==> src/rtl/reg_seq_pkg.sv <==
// Shared definitions for the register operand fetch sequencer: FSM states,
// register-file address width and default data/tag widths.
package reg_seq_pkg;

    localparam int REG_AW     = 4;
    localparam int DW_DEFAULT = 32;
    localparam int TW_DEFAULT = 3;

    typedef enum logic [2:0] {
        IDLE  = 3'd0,
        RD_D  = 3'd1,
        RD_P  = 3'd2,
        CAP_P = 3'd3,
        DONE  = 3'd4
    } seq_state_t;

    function automatic logic state_busy(input seq_state_t s);
        return (s != IDLE);
    endfunction

endpackage

==> src/rtl/RegDecoder.sv <==
// Expands the compact 4-bit operand field into the two register addresses.
// The D operand lives in the upper quarter, the P operand in the one below it.
module RegDecoder
    import reg_seq_pkg::*;
(
    input  logic [REG_AW-1:0] r,
    output logic [REG_AW-1:0] rd_addr,
    output logic [REG_AW-1:0] rp_addr
);

    // Prefixes 2'b11 and 2'b10 differ, so the two addresses can never collide.
    assign rd_addr = {2'b11, r[3:2]};
    assign rp_addr = {2'b10, r[1:0]};

endmodule

==> src/rtl/reg_fetch_seq.sv <==
// Fetches a D/P operand pair from a register file for each request and
// presents it with its tag. Define RSEQ_WB_BYPASS_EN to forward write-back data.
module reg_fetch_seq
    import reg_seq_pkg::*;
#(
    parameter int DW = DW_DEFAULT,
    parameter int TW = TW_DEFAULT
) (
    input  logic              clk,
    input  logic              rst_n,
    input  logic              req_valid,
    output logic              req_ready,
    input  logic [3:0]        req_r,
    input  logic [TW-1:0]     req_tag,
    output logic              rf_ren,
    output logic [REG_AW-1:0] rf_raddr,
    input  logic [DW-1:0]     rf_rdata,
    input  logic              wb_we,
    input  logic [REG_AW-1:0] wb_addr,
    input  logic [DW-1:0]     wb_data,
    output logic              op_valid,
    input  logic              op_ready,
    output logic [DW-1:0]     op_d,
    output logic [DW-1:0]     op_p,
    output logic [TW-1:0]     op_tag,
    output logic              busy
);

    seq_state_t        state_q;
    seq_state_t        state_d;
    logic [3:0]        r_q;
    logic [TW-1:0]     tag_q;
    logic [DW-1:0]     d_q;
    logic [DW-1:0]     p_q;
    logic [REG_AW-1:0] ext_rd;
    logic [REG_AW-1:0] ext_rp;
    logic [DW-1:0]     cap_data;
    logic              accept;

    RegDecoder u_dec (
        .r       (r_q),
        .rd_addr (ext_rd),
        .rp_addr (ext_rp)
    );

    assign accept = req_valid && req_ready;

    always_ff @(posedge clk) begin
        if (!rst_n) begin
            state_q <= IDLE;
        end else begin
            state_q <= state_d;
        end
    end

    always_comb begin
        state_d = state_q;
        case (state_q)
            IDLE:    if (accept) state_d = RD_D;
            RD_D:    state_d = RD_P;
            RD_P:    state_d = CAP_P;
            CAP_P:   state_d = DONE;
            DONE: begin
                if (op_ready) begin
                    state_d = req_valid ? RD_D : IDLE;
                end
            end
            default: state_d = IDLE;
        endcase
    end

    always_comb begin
        req_ready = 1'b0;
        rf_ren    = 1'b0;
        rf_raddr  = '0;
        op_valid  = 1'b0;
        busy      = state_busy(state_q);
        case (state_q)
            IDLE: req_ready = 1'b1;
            RD_D: begin
                rf_ren   = 1'b1;
                rf_raddr = ext_rd;
            end
            RD_P: begin
                rf_ren   = 1'b1;
                rf_raddr = ext_rp;
            end
            DONE: begin
                op_valid  = 1'b1;
                req_ready = op_ready;
            end
            default: ;
        endcase
    end

`ifdef RSEQ_WB_BYPASS_EN
    logic [REG_AW-1:0] cap_addr;
    logic              cap_hit;
    logic              done_hit_d;
    logic              done_hit_p;

    // The capture cycle compares against the address issued one cycle earlier.
    assign cap_addr   = (state_q == RD_P) ? ext_rd : ext_rp;
    assign cap_hit    = wb_we && (wb_addr == cap_addr);
    assign cap_data   = cap_hit ? wb_data : rf_rdata;
    assign done_hit_d = (state_q == DONE) && wb_we && (wb_addr == ext_rd);
    assign done_hit_p = (state_q == DONE) && wb_we && (wb_addr == ext_rp);
`else
    logic wb_unused;

    assign cap_data  = rf_rdata;
    assign wb_unused = ^{wb_we, wb_addr, wb_data};
`endif

    always_ff @(posedge clk) begin
        if (!rst_n) begin
            r_q   <= '0;
            tag_q <= '0;
            d_q   <= '0;
            p_q   <= '0;
        end else begin
            if (accept) begin
                r_q   <= req_r;
                tag_q <= req_tag;
            end
            if (state_q == RD_P) begin
                d_q <= cap_data;
            end
            if (state_q == CAP_P) begin
                p_q <= cap_data;
            end
`ifdef RSEQ_WB_BYPASS_EN
            if (done_hit_d) begin
                d_q <= wb_data;
            end
            if (done_hit_p) begin
                p_q <= wb_data;
            end
`endif
        end
    end

    assign op_d   = d_q;
    assign op_p   = p_q;
    assign op_tag = tag_q;

endmodule

==> config.mk <==
export PLATFORM = sky130hd
export DESIGN_NAME = reg_fetch_seq
export DESIGN_NICKNAME = d
export VERILOG_FILES = /design/src/rtl/reg_seq_pkg.sv /design/src/rtl/RegDecoder.sv /design/src/rtl/reg_fetch_seq.sv
export SDC_FILE = /design/constraint.sdc
export NUM_CORES = 1
export LEC_CHECK = 0
export ABC_CLOCK_PERIOD_IN_PS = 1700
export BUFFER_PORTS_ARGS = -buffer_cell sky130_fd_sc_hd__buf_2
export CAP_MARGIN = 10
export CORE_ASPECT_RATIO = 1.4
export CORE_MARGIN = 8
export CORE_UTILIZATION = 45
export CTS_CLUSTER_SIZE = 25
export DETAILED_ROUTE_END_ITERATION = 6
export GPL_TIMING_DRIVEN = 1
export PLACE_DENSITY = 0.79
export SETUP_SLACK_MARGIN = 0.1
export SLEW_MARGIN = 20
export SYNTH_ARGS = -nofsm -noshare
export SYNTH_HDL_FRONTEND = slang
export SYNTH_HIERARCHICAL = 1
export SYNTH_SLANG_ARGS = --single-unit
==> constraint.sdc <==
create_clock -name clk -period 1.7 [get_ports clk]
set_input_delay 0.085 -clock clk [delete_from_list [all_inputs] [get_ports clk]]
set_output_delay 0.085 -clock clk [all_outputs]
set_load 0.01 [all_outputs]
==> impl_summary.log <==
INFO  metric run_status = completed
INFO  metric multi_input_area = 1320 um2
INFO  metric timing.critical_path.fanout_max = 11
INFO  metric finalSetupViolations = 0
INFO  metric worst_hold_path.endpoint = state_q[0]
INFO  metric antenna_found_initial = 0
INFO  metric ys_seq_elements = 74
INFO  metric grt_pass1_vias = 2838
INFO  metric global_route.usage.total = 18.0%
INFO  metric cts_num_sinks = 74
INFO  metric nNetsFinal = 576
INFO  metric final_cycle_share = 88.9%
INFO  metric min_path_type = in2reg
INFO  metric power_frac_seq = 47.6%
INFO  metric drtAntennaViolNets = 0
INFO  metric cts_max_level = 3
INFO  metric clock_latency = 0.35 ns
INFO  metric pre_cts_ws = 0.225 ns
INFO  metric yosys_warnings = 6
INFO  metric drc = 0
INFO  metric synth.lib_cells_used.distinct = 27
INFO  metric grt_first_pass_wirelength = 13.6 mm
INFO  metric core = 6530 um2
INFO  metric syn2layout_area_growth = 40.5%
INFO  metric worst_r2r_startpoint = state_q[1]
INFO  metric rows = 35
INFO  metric gp_routability_congestion = 0.755
INFO  metric finalNonFillerCells = between 500 and 600
INFO  metric routed_len_inst = 14.7 um
INFO  metric viasPerCell = 4.92
INFO  metric clockPowerShare = 39.3%
INFO  metric critical_path_required = 1.62 ns
INFO  metric finalMaxSlewViolations = 0
INFO  metric post-place-cells = 520
INFO  metric rr_endpoint = op_d[11]
INFO  metric dp.final_hpwl = about 5.5 mm
INFO  metric drt_pass1_iterations = 4
INFO  metric synth_area_per_cell = 8.54 um2
INFO  metric mappedNetlistArea = 2990 um2
INFO  metric numPortBuffers = 117
INFO  metric cts_max_path_bufs = 2
INFO  metric synth_edf_count = 0
INFO  metric synth.yosys.seq_area_share = between 40% and 50%
INFO  metric post-layout-total-power = roughly 0.004 W
INFO  metric fp.dieW = 84.9 um
INFO  metric overflow = 0
INFO  metric critical_path.startpoint_type = register
INFO  metric timing.hold.worst.start = req_valid
INFO  metric ir_drop = 0.621 mV
INFO  metric initial_utilization = 45.8%
INFO  metric grt_max_degree = 59
INFO  metric post-route-cell-area = about 4200 um2
INFO  metric max_freq = 0.661 GHz
INFO  metric worst_hold_path.num_cells = 3
INFO  metric max_cap_violations = 0
INFO  metric criticalPathCategory = reg2out
INFO  metric leakagePower = ~1.9 nW
INFO  metric numCtsBuffers = 9
INFO  metric post_route_cells_drive_above_1_share = about 30%
INFO  metric power.density_cell_area = between 900 and 1000 nW/um2
INFO  metric worst_r2r_path_depth = 4
INFO  metric timing.critical_path.to_type = output pin
INFO  metric ff2ff_setup_slack = 0.32 ns
INFO  metric power_report.internal_total = 0.00296 W
INFO  metric netSwitchingFraction = about a quarter
INFO  metric fin_setup_tns = 0 ns
INFO  metric finalHoldViolCount = 0
INFO  metric fillerInstances = 527
INFO  metric initialDrtViolationCount = 222
INFO  metric layout_setup_ws = 0.188 ns
INFO  metric vias = 2830
INFO  metric worst_setup_hold_path_clk_slew = around 0.070 ns
INFO  metric cts_tree = done
INFO  metric syn_inst = between 300 and 400
INFO  metric cp_data_arrival_time = 1.43 ns
INFO  metric p_sw = between 0.0009 and 0.001 W
INFO  metric grt_setup_unrepaired = true
INFO  metric ioPinCount = 155
INFO  metric skew = between 0.009 and 0.01 ns
INFO  metric cts-root-buf = clkbuf_8
INFO  metric combPwrFrac = between 10% and 20%
INFO  metric die-height = 112 um
INFO  metric layout.area.seq = 1490 um2
INFO  metric synth_ff_type = dfxtp_1
INFO  metric dpl-instance-area = between 3000 and 4000 um2
INFO  metric floorplan.die_area = about 9500 um2
INFO  metric wl = 8.46 mm
INFO  metric period_needed = between 1.5 and 2 ns
INFO  metric async_flop_share = 0%
cell usage in the layout (no fill, tap or decap):
cell / instances
clkinv_2: 1
buf_12: 1
bufinv_16: 2
or3_1: 1
dfxtp_1: 71
clkbuf_8: 11
a21boi_0: 41
a22oi_1: 4
buf_4: 10
nand3b_2: 1
nand2_1: 142
inv_1: 2
and3b_1: 1
dlygate4sd3_1: 39
nor3b_4: 1
inv_6: 1
a2111oi_4: 1
nor2b_4: 2
o21ba_2: 1
buf_2: 117
o21ai_0: 1
o21a_1: 1
mux2i_1: 7
nor3b_1: 1
and2_1: 2
a211oi_1: 1
nor2_1: 5
dfxtp_2: 3
conb_1: 4
a21boi_1: 23
or3b_1: 1
diode_2: 1
nor4bb_1: 1
logic make-up after synthesis:
| group | after synthesis | share of synthesized area [%] |
|---|---|---|
| multiplexers | 7 | 2.34 |
| other | 2 | 0.251 |
| AND/OR/NAND/NOR | 158 | 21.5 |
| AO/OA/AOI/OAI | 73 | 19.0 |
| buffers and inverters | 36 | 7.37 |
| flip-flops | 74 | 49.6 |
metal layers:
metal / vias to the layer above / wire (um) / GRT usage [%]
met5: - / 0 / 0
met4: 0 / 238 / 8.83
met3: 16 / 585 / 7.31
met2: 82 / 4360 / 31.1
met1: 1328 / 3270 / 18.1
li1: 1404 / - / -
cells in the mapped netlist, types with 2 or more instances:
cell      count  area [um2]
nor2_1        5        18.8
conb_1        2        7.51
buf_6         4        45.0
buf_2         8        40.0
clkbuf_1     10        37.5
nand2_1     142         533
a21boi_1     23         173
nor2b_1       2        12.5
dfxtp_1      74        1480
a21boi_0     41         308
a22oi_1       4        30.0
inv_1         2        7.51
mux2i_1       7        70.1
and2_1        2        12.5
buf_4        12        90.1
sequential cells by signal (all words and copies together), names as in the netlist:
signal   flops
op_d        32
op_p        32
op_tag       3
r_q          4
state_q      3
power groups by stage:
| stage | Clock (W) | Combinational, W | Sequential (W) |
|---|---|---|---|
| finish | 0.00153 | 0.000511 | 0.00186 |
| global route | 0.00163 | 0.000563 | 0.00187 |
| CTS | 0.00157 | 0.000509 | 0.00185 |
| detailed placement | 0 | 0.000436 | 0.00189 |
| global placement | 0 | 0.000428 | 0.00189 |
| floorplan | 0 | 0.000251 | 0.00190 |
layout make-up:
class                      instances  share of cell area, %
multi-input combinational        242                   31.3
tap                               74                   2.20
antenna                            1                 0.0596
clock buffer                      11                   3.60
inverter                           2                  0.179
clock inverter                     4                   1.76
sequential                        74                   35.4
timing repair buffer             167                   25.5
stage by stage:
| stage | hold WS (ns) | util, % |
|---|---|---|
| 2_1_floorplan | 0.220 | - |
| 3_3_place_gp | 0.333 | 54.6 |
| 3_5_place_dp | 0.342 | 54.6 |
| 4_1_cts | 0.00932 | 64.2 |
| 5_1_grt | 0.0300 | 64.3 |
| 6_report | 0.0285 | 64.4 |
critical path, cell delays in order, from the launching register on:
cell and delay (ns):
dfxtp_2 0.51, nor2b_4 0.25, a22oi_1 0.08, nor2_1 0.11
buf_2 0.14
repair_timing:
action | in CTS | in global routing
buffers inserted | 0 | 0
resized for setup | 4 | 3
endpoints found under the setup margin | 5 | 6
hold buffers | 39 | 0
hold endpoints to repair | 61 | 0
how the worst max path moves through the flow:
stage / depth (start not counted) / start / to / slack, ns
6_report: 4 / state_q[0] / rf_raddr[0] / 0.19
5_1_grt: 4 / state_q[1] / rf_raddr[0] / 0.08
4_1_cts: 3 / state_q[2] / busy / 0.12
3_5_place_dp: 4 / state_q[1] / op_d[5] / 0.23
3_3_place_gp: 4 / state_q[1] / op_d[31] / 0.26
2_1_floorplan: 4 / state_q[2] / state_q[2] / 0.41
(Power assumes the default switching activity.)
